File: src/rtl/snake_pkg.sv
// Shared game constants for the snake controller and draw_snake: state and
// direction encodings plus small decode helpers.
package snake_pkg;

  typedef logic [1:0] game_state_t;
  typedef logic [2:0] dir_t;

  localparam logic [1:0] IDLE      = 2'b00;
  localparam logic [1:0] PLAY      = 2'b01;
  localparam logic [1:0] GAME_OVER = 2'b11;

  localparam logic [2:0] DIR_IDLE  = 3'b000;
  localparam logic [2:0] DIR_UP    = 3'b001;
  localparam logic [2:0] DIR_DOWN  = 3'b010;
  localparam logic [2:0] DIR_LEFT  = 3'b011;
  localparam logic [2:0] DIR_RIGHT = 3'b100;

  // Fixed priority UP > DOWN > LEFT > RIGHT; DIR_IDLE means no press.
  function automatic dir_t decode_buttons(input logic up, input logic down,
                                          input logic left, input logic right);
    if (up)    return DIR_UP;
    if (down)  return DIR_DOWN;
    if (left)  return DIR_LEFT;
    if (right) return DIR_RIGHT;
    return DIR_IDLE;
  endfunction

  function automatic dir_t opposite_dir(input dir_t d);
    case (d)
      DIR_UP:    return DIR_DOWN;
      DIR_DOWN:  return DIR_UP;
      DIR_LEFT:  return DIR_RIGHT;
      DIR_RIGHT: return DIR_LEFT;
      default:   return DIR_IDLE;
    endcase
  endfunction

  function automatic int cnt_width(input int a, input int b);
    int m;
    m = (a > b) ? a : b;
    return (m > 1) ? $clog2(m) : 1;
  endfunction

endpackage

File: src/rtl/snake_game_ctrl_if.sv
// Signal bundle between the game controller and its environment (buttons,
// VGA timing, draw_snake activity flags and the move outputs).
interface snake_game_ctrl_if #(
  parameter int SCORE_BITS = 8
);
  import snake_pkg::*;

  logic                  btn_up;
  logic                  btn_down;
  logic                  btn_left;
  logic                  btn_right;
  logic                  frame_tick;
  logic                  display_on;
  logic                  head_active;
  logic                  body_active;
  logic                  border_active;
  game_state_t           game_state;
  dir_t                  direction;
  logic                  update;
  logic [SCORE_BITS-1:0] score;

  // There is no back-pressure: update is a single-cycle strobe that draw_snake
  // must consume in the cycle it is high, with direction already valid.
  modport master (
    input  btn_up, btn_down, btn_left, btn_right,
    input  frame_tick, display_on, head_active, body_active, border_active,
    output game_state, direction, update, score
  );

  modport slave (
    output btn_up, btn_down, btn_left, btn_right,
    output frame_tick, display_on, head_active, body_active, border_active,
    input  game_state, direction, update, score
  );

endinterface

File: src/rtl/snake_frame_div.sv
// Frame counter with synchronous clear and a terminal-count compare against a
// run-time limit, so one instance can serve several states.
module snake_frame_div #(
  parameter int W = 3
) (
  input  logic         clk,
  input  logic         reset_n,
  input  logic         clr,
  input  logic         inc,
  input  logic [W-1:0] last,
  output logic         tc
);

  logic [W-1:0] cnt_q;

  always_ff @(posedge clk or negedge reset_n) begin
    if (!reset_n) begin
      cnt_q <= '0;
    end else if (clr) begin
      cnt_q <= '0;
    end else if (inc) begin
      cnt_q <= cnt_q + W'(1);
    end
  end

  assign tc = (cnt_q == last);

endmodule

File: src/rtl/snake_game_ctrl.sv
// Snake game sequencer: IDLE/PLAY/GAME_OVER FSM, direction latching, per-move
// update strobe, move score and frame-level collision detection.
module snake_game_ctrl
  import snake_pkg::*;
#(
  parameter int SPEED       = 6,
  parameter int OVER_FRAMES = 120,
  parameter int SCORE_BITS  = 8
) (
  input logic               clk,
  input logic               reset_n,
  snake_game_ctrl_if.master bus
);

  localparam int               CNT_W     = cnt_width(SPEED, OVER_FRAMES);
  localparam logic [CNT_W-1:0] PLAY_LAST = CNT_W'(SPEED - 1);
  localparam logic [CNT_W-1:0] OVER_LAST = CNT_W'(OVER_FRAMES - 1);

  game_state_t           state_q, state_d;
  dir_t                  dir_q, dir_d;
  dir_t                  pend_q, pend_d;
  dir_t                  btn_dir;
  logic                  upd_q, upd_d;
  logic                  coll_q, coll_d;
  logic                  coll_now, coll_any;
  logic [SCORE_BITS-1:0] score_q, score_d;
  logic                  cnt_clr, cnt_inc, cnt_tc;
  logic [CNT_W-1:0]      cnt_last;

  assign btn_dir  = decode_buttons(bus.btn_up, bus.btn_down, bus.btn_left, bus.btn_right);
  assign coll_now = bus.display_on && bus.head_active && (bus.body_active || bus.border_active);
  assign coll_any = coll_q || coll_now;
  assign cnt_last = (state_q == GAME_OVER) ? OVER_LAST : PLAY_LAST;

  snake_frame_div #(.W(CNT_W)) u_frame_div (
    .clk     (clk),
    .reset_n (reset_n),
    .clr     (cnt_clr),
    .inc     (cnt_inc),
    .last    (cnt_last),
    .tc      (cnt_tc)
  );

  always_comb begin
    state_d = state_q;
    dir_d   = dir_q;
    pend_d  = pend_q;
    upd_d   = 1'b0;
    score_d = score_q;
    cnt_clr = 1'b0;
    cnt_inc = 1'b0;
    // A hit in the tick cycle itself is evaluated before the flag clears.
    coll_d  = bus.frame_tick ? 1'b0 : coll_any;

    case (state_q)
      IDLE: begin
        cnt_clr = 1'b1;
        // Score survives GAME_OVER and IDLE; it only clears when a game starts.
        if (btn_dir != DIR_IDLE) begin
          dir_d   = btn_dir;
          pend_d  = btn_dir;
          score_d = '0;
          state_d = PLAY;
        end
      end
      PLAY: begin
        if (btn_dir != DIR_IDLE && btn_dir != dir_q && btn_dir != opposite_dir(dir_q)) begin
          pend_d = btn_dir;
        end
        if (bus.frame_tick) begin
          if (coll_any) begin
            state_d = GAME_OVER;
            dir_d   = DIR_IDLE;
            pend_d  = DIR_IDLE;
            cnt_clr = 1'b1;
          end else if (cnt_tc) begin
            dir_d   = pend_q;
            upd_d   = 1'b1;
            cnt_clr = 1'b1;
            if (score_q != '1) begin
              score_d = score_q + SCORE_BITS'(1);
            end
          end else begin
            cnt_inc = 1'b1;
          end
        end
      end
      GAME_OVER: begin
        dir_d  = DIR_IDLE;
        pend_d = DIR_IDLE;
        if (bus.frame_tick) begin
          if (cnt_tc) begin
            state_d = IDLE;
            cnt_clr = 1'b1;
          end else begin
            cnt_inc = 1'b1;
          end
        end
      end
      default: begin
        state_d = IDLE;
        dir_d   = DIR_IDLE;
        pend_d  = DIR_IDLE;
        cnt_clr = 1'b1;
      end
    endcase
  end

  always_ff @(posedge clk or negedge reset_n) begin
    if (!reset_n) begin
      state_q <= IDLE;
      dir_q   <= DIR_IDLE;
      pend_q  <= DIR_IDLE;
      upd_q   <= 1'b0;
      coll_q  <= 1'b0;
      score_q <= '0;
    end else begin
      state_q <= state_d;
      dir_q   <= dir_d;
      pend_q  <= pend_d;
      upd_q   <= upd_d;
      coll_q  <= coll_d;
      score_q <= score_d;
    end
  end

  assign bus.game_state = state_q;
  assign bus.direction  = dir_q;
  assign bus.update     = upd_q;
  assign bus.score      = score_q;

endmodule

File: src/flat_wrapper.sv
// flat-port wrapper written by rule: the top's interface ports become plain ports
module snake_game_ctrl_flat import snake_pkg::*;
#(
  parameter int SPEED       = 6,
  parameter int OVER_FRAMES = 120,
  parameter int SCORE_BITS  = 8
)
  (clk, reset_n, bus_btn_up, bus_btn_down, bus_btn_left, bus_btn_right, bus_frame_tick, bus_display_on, bus_head_active, bus_body_active, bus_border_active, bus_game_state, bus_direction, bus_update, bus_score);
  snake_game_ctrl_if #(.SCORE_BITS(SCORE_BITS)) bus_i ();
  input logic clk;
  input logic reset_n;
  input wire logic [$bits(bus_i.btn_up)-1:0] bus_btn_up;
  input wire logic [$bits(bus_i.btn_down)-1:0] bus_btn_down;
  input wire logic [$bits(bus_i.btn_left)-1:0] bus_btn_left;
  input wire logic [$bits(bus_i.btn_right)-1:0] bus_btn_right;
  input wire logic [$bits(bus_i.frame_tick)-1:0] bus_frame_tick;
  input wire logic [$bits(bus_i.display_on)-1:0] bus_display_on;
  input wire logic [$bits(bus_i.head_active)-1:0] bus_head_active;
  input wire logic [$bits(bus_i.body_active)-1:0] bus_body_active;
  input wire logic [$bits(bus_i.border_active)-1:0] bus_border_active;
  output wire logic [$bits(bus_i.game_state)-1:0] bus_game_state;
  output wire logic [$bits(bus_i.direction)-1:0] bus_direction;
  output wire logic [$bits(bus_i.update)-1:0] bus_update;
  output wire logic [$bits(bus_i.score)-1:0] bus_score;
  assign bus_i.btn_up = bus_btn_up;
  assign bus_i.btn_down = bus_btn_down;
  assign bus_i.btn_left = bus_btn_left;
  assign bus_i.btn_right = bus_btn_right;
  assign bus_i.frame_tick = bus_frame_tick;
  assign bus_i.display_on = bus_display_on;
  assign bus_i.head_active = bus_head_active;
  assign bus_i.body_active = bus_body_active;
  assign bus_i.border_active = bus_border_active;
  assign bus_game_state = bus_i.game_state;
  assign bus_direction = bus_i.direction;
  assign bus_update = bus_i.update;
  assign bus_score = bus_i.score;
  snake_game_ctrl #(.SPEED(SPEED), .OVER_FRAMES(OVER_FRAMES), .SCORE_BITS(SCORE_BITS)) u_core (.clk(clk), .reset_n(reset_n), .bus(bus_i));
endmodule
File: config.mk
export PLATFORM = sky130hd
export DESIGN_NAME = snake_game_ctrl_flat
export DESIGN_NICKNAME = d
export VERILOG_FILES = /design/src/rtl/snake_pkg.sv /design/src/rtl/snake_game_ctrl_if.sv /design/src/rtl/snake_frame_div.sv /design/src/rtl/snake_game_ctrl.sv /design/src/flat_wrapper.sv
export SDC_FILE = /design/constraint.sdc
export NUM_CORES = 1
export LEC_CHECK = 0
export BUFFER_PORTS_ARGS = -buffer_cell sky130_fd_sc_hd__buf_2
export CORE_ASPECT_RATIO = 2
export CORE_MARGIN = 4
export CORE_UTILIZATION = 30
export CTS_CLUSTER_SIZE = 40
export DETAILED_ROUTE_END_ITERATION = 6
export PLACE_DENSITY_LB_ADDON = 0.08
export SYNTH_ARGS = -nofsm -noshare
export SYNTH_HDL_FRONTEND = slang
export SYNTH_SLANG_ARGS = --single-unit
File: constraint.sdc
create_clock -name clk -period 2.7 [get_ports clk]
set_input_delay 0.675 -clock clk [delete_from_list [all_inputs] [get_ports clk]]
set_output_delay 0.675 -clock clk [all_outputs]
set_load 0.005 [all_outputs]
==> impl_metrics.tcl, run 1 <==
set metrics [dict create \
    status "finished, final reports clean" \
    ys_seq_area_share_pct 38.1 \
    drtAntennaViolNets 0 \
    hold_viol_final 0 \
    clockBufferDepth 2 \
    insertion_delay_ps 280 \
    arrival_ps 2310 \
    io_pins 25 \
    synth-main-ff-cell "dfrtp_1" \
    netlist-cell-type-count 55 \
    cts_tree "done" \
    cap_violations 0 \
    rrSetupSlack_ps 560 \
    startpoint_type "flip-flop" \
    synth_nets 195 \
    hold_path.class "input port to async pin" \
    max_stage_delay_ps 500 \
    antenna_found_initial 0 \
    holdWs_ps 392 \
    drc 0 \
    power.density_nw_per_um2 678 \
    grt.total_usage_pct 15.8 \
    clk_pin_slew_worst_paths_ps 100 \
    mostFrequentLayoutCells "25 x dfrtp_1, 24 x buf_2, 23 x nand2_1" \
    slew_headroom_pct 60.4 \
    totalWireLength_um 4890 \
    reg2reg_to "u_core.bus.direction[0]" \
    grt_pass1_wl_um 7980 \
    drt-initial-drc-count 32 \
    initial_utilization_pct 31.4 \
    dieArea_um2 6800 \
    final_max_slew_viol_count 0 \
    num-nets-final 225 \
    grt_max_degree 26 \
    cp_max_fo 10 \
    finalWorstSetupSlack_ps 560 \
    io_buffer_count 24 \
    cts_max_level 1 \
    setup_violations 0 \
    post_cts_resized 0 \
    dp_hpwl_um 3830 \
    yosys_warnings 0 \
    fp.dieH_um 113 \
    fin_worst_skew_ps 8.54 \
    tightest_slew_ps 590 \
    p_leak_nw 0.859 \
    firstDrtPassIters 6 \
    layout-drive-gt1-share_pct 19.4 \
    required_ps 2870 \
    fmax_ghz 0.467 \
    synthToLayoutAreaGrowth_pct 15.8 \
    cts_sinks 25 \
    layout_commonest_cell "dfrtp_1" \
    via_count 1539 \
    synth_area_um2 1640 \
    reg2reg_depth 5 \
    synth_seq_cells 25 \
    vias_per_cell 5.72 \
    core-area_um2 5230 \
    critPathKind "flip-flop to flip-flop" \
    fill_cells 567 \
    grt_pass1_vias 1655 \
    fp-row-count 37 \
    fin_crit_sh_pct 79.3 \
    cp_slowest_cell "a211oi_4" \
    root_buffer "clkbuf_8" \
    grt_overflow 0 \
    synth-edff-count 0 \
    crit_path_end_kind "flip-flop" \
    syn_area_per_cell_um2 9.03 \
    crit_chain "nand2_1 > or3_4 > a211oi_4 > o32ai_2 > mux2_4" \
    vdd_ir_drop_max_mv 0.556 \
    dp_worst_setup_slack_ps 326 \
    gp_congestion 0.864 \
    rsz0062_at_grt "false" \
    period_needed_ps 2140 \
    cts_buffers 3 \
    rr_startpoint "u_core.u_frame_div.cnt_q[4]" \
    die_w_um 60.3 \
    wl_per_cell_um 18.2 \
    fin_setup_tns_ps 0 \
    diodes 0 \
    cts_setup_buffers 0 \
    async_reset_ff_share_pct 100 \
    syn_inst 182 \
    hold_buffers 0 \
]
[cell type report]
class	count	area (um^2)	share of cell area, %
well taps	58	72.6	3.81
multi-input cells	146	968	50.9
repair buffers	31	173	9.07
clock buffers	4	45.0	2.37
flip-flops and latches	25	626	32.9
inverters	5	18.8	0.986
[logic make-up after synthesis]
| logic type | share of synthesized area (%) |
|---|---|
| simple gates | 27.1 |
| compound gates | 24.8 |
| flops | 38.1 |
| buf+inv | 2.97 |
| mux | 3.96 |
| xor+xnor | 1.60 |
| fa+ha+maj | 1.52 |
[per-stage QoR]
| stage | utilization, % | area, um^2 | total power [mW] | cells |
|---|---|---|---|---|
| 6_report | 36.4 | 1900 | 1.29 | 269 |
| 5_1_grt | 36.4 | 1900 | 1.39 | 269 |
| 4_1_cts | 36.4 | 1900 | 1.30 | 269 |
| 3_5_place_dp | 35.5 | 1860 | 1.07 | 265 |
| 3_3_place_gp | 35.5 | 1860 | 1.06 | 265 |
| 2_1_floorplan | - | 1640 | 0.879 | 182 |
[registers in the layout, summed over array words and instances (netlist names)]
| name | count |
|---|---|
| u_core.bus.update | 1 |
| u_core.bus.game_state | 2 |
| u_core.pend_q | 3 |
| u_core.coll_q | 1 |
| u_core.bus.score | 8 |
| u_core.u_frame_div.cnt_q | 7 |
| u_core.bus.direction | 3 |
[synthesized netlist by cell type, drive strengths merged (2+ instances only)]
master  count  area, um^2
mux2i       5        50.1
nand3       4        20.0
ha          2        25.0
and3        6        37.5
a21oi       6        30.0
a41oi       2        17.5
o21ai       9        45.0
clkbuf      4        15.0
a22o        3        26.3
o221ai      2        17.5
xor2        2        17.5
o211ai      3        22.5
a211o       2        18.8
o21bai      2        15.0
and2        3        18.8
inv         5        18.8
and4        2        17.5
nor3b       4        30.0
nor3        9        45.0
dfrtp      25         626
a211oi      2        27.5
o31ai       2        15.0
a21o        2        15.0
nand2b      5        31.3
nand2      23        86.3
nor2b       5        31.3
nand4       3        18.8
a31oi       2        12.5
nor2       14        52.6
o21a        3        22.5
buf         2        15.0
nor4        2        27.5
[critical path, delay by kind of cell (launching register included)]
kind               cells  cell delay [ps]
muxes                  1              340
and+or+nand+nor        2              510
DFF                    1              440
AOI/OAI and AO/OA      2              730
[routing by layer]
| layer | GRT usage (%) | part of all wire [%] |
|---|---|---|
| met1 | 15.4 | 36 |
| met2 | 29.6 | 58 |
| met3 | 1.50 | 2.3 |
| met5 | 0 | 0 |
| met4 | 9.17 | 4.1 |
[report_power, final]
part	internal, mW	leakage [nW]	switching (mW)
clock network	0.106	0.0228	0.130
registers	0.444	0.321	0.0989
logic	0.217	0.515	0.293
total	0.767	0.859	0.523
[how the worst max path moves through the flow]
| stage | from | end | slack [ps] | cells after the start |
|---|---|---|---|---|
| floorplan | bus_btn_up | u_core.bus.direction[0] | 670 | 4 |
| global placement | bus_border_active | u_core.bus.score[7] | 410 | 6 |
| detailed placement | bus_border_active | u_core.bus.score[0] | 330 | 6 |
| CTS | u_core.u_frame_div.cnt_q[4] | u_core.bus.direction[0] | 560 | 5 |
| global route | u_core.u_frame_div.cnt_q[4] | u_core.u_frame_div.cnt_q[6] | 450 | 6 |
| finish | u_core.u_frame_div.cnt_q[4] | u_core.bus.direction[0] | 560 | 5 |
(Power assumes the default switching activity.)
==> run 2, diff against run 1 <==
==> constraint.sdc (replaced) <==
create_clock -name clk -period 2.25 [get_ports clk]
set_input_delay 0.5625 -clock clk [delete_from_list [all_inputs] [get_ports clk]]
set_output_delay 0.5625 -clock clk [all_outputs]
set_load 0.005 [all_outputs]
==> run 2 against run 1 <==
  * Combinational power grew 26%
  * Design area grew 1.2%
  * Maximum frequency grew 8.1%
  * Sequential cell count is the same
  * Clock skew is essentially flat
  * Critical endpoint is now u_core.pend_q[2]
  * Largest power group unchanged
==> impl_metrics.tcl, run 2 (same netlist as run 1, synthesis figures left out) <==
set metrics [dict create \
    crit_buf_inv 0 \
    diodes 0 \
    cts_setup_buffers 0 \
    crit_chain "nor2b_1 > o311a_1 > o22ai_1 > nand2_1 > a2111oi_2" \
    wl_per_cell_um 17.4 \
    fin_worst_skew_ps 8.12 \
    fill_cells 553 \
    layout_commonest_cell "dfrtp_1" \
    cp_slowest_cell "dfrtp_1" \
    power_frac_seq_pct 41.0 \
    clockBufferDepth 2 \
    grt_pass1_wl_um 7800 \
    root_buffer "clkbuf_8" \
    hold_path.class "input port to async pin" \
    crit_path_end_kind "flip-flop" \
    p_int_mw 0.939 \
    p_sw_mw 0.640 \
    setup_violations 0 \
    drtAntennaViolNets 0 \
    tightest_slew_ps 606 \
    io_pins 25 \
    vias_per_cell 5.72 \
    io_buffer_count 24 \
    drc 0 \
    clk_pin_slew_worst_paths_ps 100 \
    final_max_slew_viol_count 0 \
    max_stage_delay_ps 460 \
    clockPowerShare_pct 18.3 \
    cp_max_fo 7 \
    dp_hpwl_um 3690 \
    hold_buffers 0 \
    vdd_ir_drop_max_mv 0.428 \
    p_sw_share_pct 40.5 \
    status "finished, final reports clean" \
    p_leak_nw 0.879 \
    cts_tree "done" \
    totalWireLength_um 4740 \
    firstDrtPassIters 4 \
    combPwrFrac_pct 40.7 \
    grt_max_degree 26 \
    cts_sinks 25 \
    fp-row-count 37 \
    largest_reg_flops 8 \
    fin_crit_sh_pct 88.0 \
    fp.dieH_um 113 \
    required_ps 2420 \
    arrival_ps 2150 \
    via_count 1555 \
    seqCellArea_um2 626 \
    placedInstanceArea_um2 1880 \
    antenna_found_initial 0 \
    grt_pass1_vias 1578 \
    startpoint_type "flip-flop" \
    post_cts_resized 0 \
    multi_input_area_um2 968 \
    period_needed_ps 1980 \
    drt-initial-drc-count 29 \
    num-nets-final 228 \
    fmax_ghz 0.505 \
    slew_headroom_pct 59.6 \
    cts_max_level 1 \
    die_w_um 60.3 \
    grt.total_usage_pct 14.9 \
    gp_congestion 0.824 \
    cap_violations 0 \
    layout-drive-gt1-share_pct 21.0 \
    mostFrequentLayoutCells "25 x dfrtp_1, 24 x buf_2, 23 x nand2_1" \
    critPathKind "flip-flop to flip-flop" \
    dieArea_um2 6800 \
    cts_buffers 3 \
    rrSetupSlack_ps 270 \
    final_area_um2 1930 \
    rsz0062_at_grt "false" \
    cpLargestDelayFamily "compound AO/OA/AOI/OAI gates" \
    initial_utilization_pct 31.4 \
    fin_setup_tns_ps 0 \
    synthToLayoutAreaGrowth_pct 17.3 \
    grt_overflow 0 \
    core-area_um2 5230 \
    hold_viol_final 0 \
    power.density_nw_per_um2 820 \
    insertion_delay_ps 280 \
]
==> run 2: cell types whose count changed in the layout (fill, tap and decap cells not counted), sizes merged <==
cell and change:
buf +3, clkbuf -1, clkinv +1
==> run 2: path summary, 6_finish.rpt <==
check,end,depth (start not counted),start
min in group clk,u_core.pend_q[1],1,u_core.pend_q[1]
worst max-delay path,u_core.pend_q[2],5,u_core.bus.direction[0]
worst min-delay path,u_core.u_frame_div.cnt_q[4],1,reset_n
max in group asynchronous,u_core.pend_q[1],1,reset_n
worst min register to register,u_core.pend_q[1],1,u_core.pend_q[1]
worst max register to register,u_core.pend_q[2],5,u_core.bus.direction[0]
==> run 2: per-layer routing <==
layer	GRT usage, %	routed length [um]	vias up
met4	5.47	110	0
met2	27.7	2680	22
met3	1.73	118	9
met1	16.2	1840	777
met5	0	0	-
li1	-	-	747
==> run 2: final cells by class <==
class,instances,share of cell area [%]
inverters,5,0.974
well taps,58,3.77
multi-input cells,146,50.3
repair buffers,34,10.1
clock buffers,3,2.14
clock inverters,1,0.260
flip-flops and latches,25,32.5
==> run 2: power by group through the flow <==
stage               clock network [mW]  registers, mW  logic, mW
finish                           0.289          0.648      0.643
detailed placement                   0          0.656      0.647
CTS                              0.295          0.648      0.650
global route                     0.311          0.666      0.717
floorplan                            0          0.630      0.424
global placement                     0          0.654      0.643
==> run 2: per-stage QoR <==
stage          power, mW  setup slack [ps]  hold slack [ps]  util (%)  instances
2_1_floorplan       1.05               329              267         -        182
3_3_place_gp        1.30              82.0              496      35.9        268
3_5_place_dp        1.30              14.1              496      35.9        268
4_1_cts             1.59               256              307      36.8        272
5_1_grt             1.69               150              334      36.8        272
6_report            1.58               271              274      36.8        272
==> run 3, diff against run 2 <==
--- a/config.mk
+++ b/config.mk
@@ -11,7 +11,6 @@
 export CORE_UTILIZATION = 30
 export CTS_CLUSTER_SIZE = 40
 export DETAILED_ROUTE_END_ITERATION = 6
-export PLACE_DENSITY_LB_ADDON = 0.08
 export SYNTH_ARGS = -nofsm -noshare
 export SYNTH_HDL_FRONTEND = slang
 export SYNTH_SLANG_ARGS = --single-unit
==> constraint.sdc (replaced) <==
create_clock -name clk -period 1.6 [get_ports clk]
set_input_delay 0.4 -clock clk [delete_from_list [all_inputs] [get_ports clk]]
set_output_delay 0.4 -clock clk [all_outputs]
set_load 0.005 [all_outputs]
==> run 3 against run 2 <==
  * First-iteration DRC count grew 66%
  * Total power grew 81%
  * Clock power grew 38%
  * Sequential cell count unchanged
  * Die area unchanged
  * Critical path depth is 1 higher
  * Sequential power increased by 36%
  * The flow now finishes with violations (setup timing)
  * Design area is 34% higher
  * Hold slack got worse by 150 ps
==> impl_metrics.tcl, run 3 (same netlist as run 1, synthesis figures left out) <==
set metrics [dict create \
    final_util_pct 49.3 \
    firstDrtPassIters 4 \
    crit_buf_inv 1 \
    fmax_ghz 0.548 \
    setup_violations 23 \
    synthToLayoutAreaGrowth_pct 57.0 \
    clk_pin_slew_worst_paths_ps 100 \
    dp_hpwl_um 3930 \
    finalWorstSetupSlack_ps -224 \
    critPathKind "flip-flop to flip-flop" \
    holdWs_ps 124 \
    reg2reg_depth 6 \
    gp_congestion 0.822 \
    io_pins 25 \
    required_ps 1760 \
    crit_path_end_kind "flip-flop" \
    clockBufferDepth 2 \
    hold_buffers 0 \
    fp.dieH_um 113 \
    final_max_slew_viol_count 0 \
    layout-drive-gt1-share_pct 46.2 \
    period_needed_ps 1820 \
    cts_max_level 1 \
    crit_chain "nand2_1 > or3_4 > a211oi_4 > buf_6 > o32ai_4 > mux2_4" \
    cp_slowest_cell "or3_4" \
    hold_path.class "input port to async pin" \
    cp.depth 6 \
    drtAntennaViolNets 0 \
    die_w_um 60.3 \
    final_area_um2 2580 \
    dp_worst_setup_slack_ps -258 \
    insertion_delay_ps 280 \
    wl_per_cell_um 16.1 \
    cts_sinks 25 \
    place_inst 314 \
    via_count 1782 \
    grt_max_degree 26 \
    hold_viol_final 0 \
    startpoint_type "flip-flop" \
    fill_cells 510 \
    grt.total_usage_pct 16.5 \
    num-nets-final 289 \
    placedInstanceArea_um2 2250 \
    cts_buffers 3 \
    violations "setup timing" \
    fin_setup_tns_ps -3400 \
    cp_max_fo 3 \
    totalWireLength_um 5360 \
    grt_overflow 0 \
    arrival_ps 1990 \
    power.density_nw_per_um2 1110 \
    fin_worst_skew_ps 10.2 \
    drc 0 \
    layout_commonest_cell "buf_4" \
    largest_reg_flops 8 \
    status "finished, violations left" \
    diodes 0 \
    grt_pass1_wl_um 8460 \
    antenna_found_initial 0 \
    rsz0062_at_grt "true" \
    dieArea_um2 6800 \
    max_stage_delay_ps 420 \
    mostFrequentLayoutCells "61 x buf_4, 24 x buf_2, 23 x dfrtp_1" \
    vdd_ir_drop_max_mv 0.571 \
    cts_tree "done" \
    cap_violations 0 \
    slew_headroom_pct 59.6 \
    power_mw 2.85 \
    grt_pass1_vias 1741 \
    vias_per_cell 5.35 \
    fp-row-count 37 \
    core-area_um2 5230 \
    drt-initial-drc-count 48 \
    p_leak_nw 1.22 \
    tightest_slew_ps 607 \
    root_buffer "clkbuf_8" \
    fin_crit_sh_pct 114 \
    cpLargestDelayFamily "simple AND/OR/NAND/NOR gates" \
    io_buffer_count 24 \
    final_cells 333 \
    initial_utilization_pct 31.4 \
]
[run 3: cell types whose count changed in the layout (fill, tap and decap cells not counted), sizes merged]
cell    previous run  this run
buf               34        94
clkbuf             3         5
clkinv             1         0
[run 3: timing repair]
item                       CTS  global route
pin swaps                    8            13
setup endpoints to repair   23            23
setup buffers                5             9
gates resized for setup     13            21
cloned                       0             1
[run 3: where the power goes]
group / leakage [nW] / switching [mW] / internal, mW / total [mW]
sequential: 0.318 / 0.130 / 0.750 / 0.881
clock: 0.0228 / 0.219 / 0.179 / 0.398
combinational: 0.876 / 0.719 / 0.855 / 1.57
[run 3: worst reg2reg max path, cell delays in order, from the launching register on]
cell	delay (ps)
dfrtp_1	400
nand2_1	90
or3_4	420
a211oi_4	250
buf_6	150
o32ai_4	90
mux2_4	310
[run 3: worst paths after layout]
path	from	end	slack (ps)
min	reset_n	u_core.bus.game_state[1]	120
max reg2reg	u_core.bus.game_state[1]	u_core.bus.direction[0]	-220
max	u_core.bus.game_state[1]	u_core.bus.direction[0]	-220
max in group asynchronous	reset_n	u_core.bus.direction[0]	1040
min in group clk	bus_frame_tick	u_core.bus.game_state[0]	390
min reg2reg	u_core.pend_q[1]	u_core.pend_q[1]	560
[run 3: per-layer routing]
metal	routed length, um	global-route usage, %	up-vias
met2	3180	31.6	33
met3	126	1.15	12
li1	-	-	868
met4	167	6.95	0
met1	1880	17.2	869
met5	0	0	-
[run 3: area by class of cell]
| class | count | area, um^2 | share of cell area, % |
|---|---|---|---|
| clock buffers | 4 | 45.0 | 1.75 |
| inverters | 5 | 18.8 | 0.728 |
| multi-input cells | 146 | 1100 | 42.7 |
| flip-flops and latches | 25 | 628 | 24.4 |
| well taps | 58 | 72.6 | 2.81 |
| repair buffers | 95 | 713 | 27.7 |
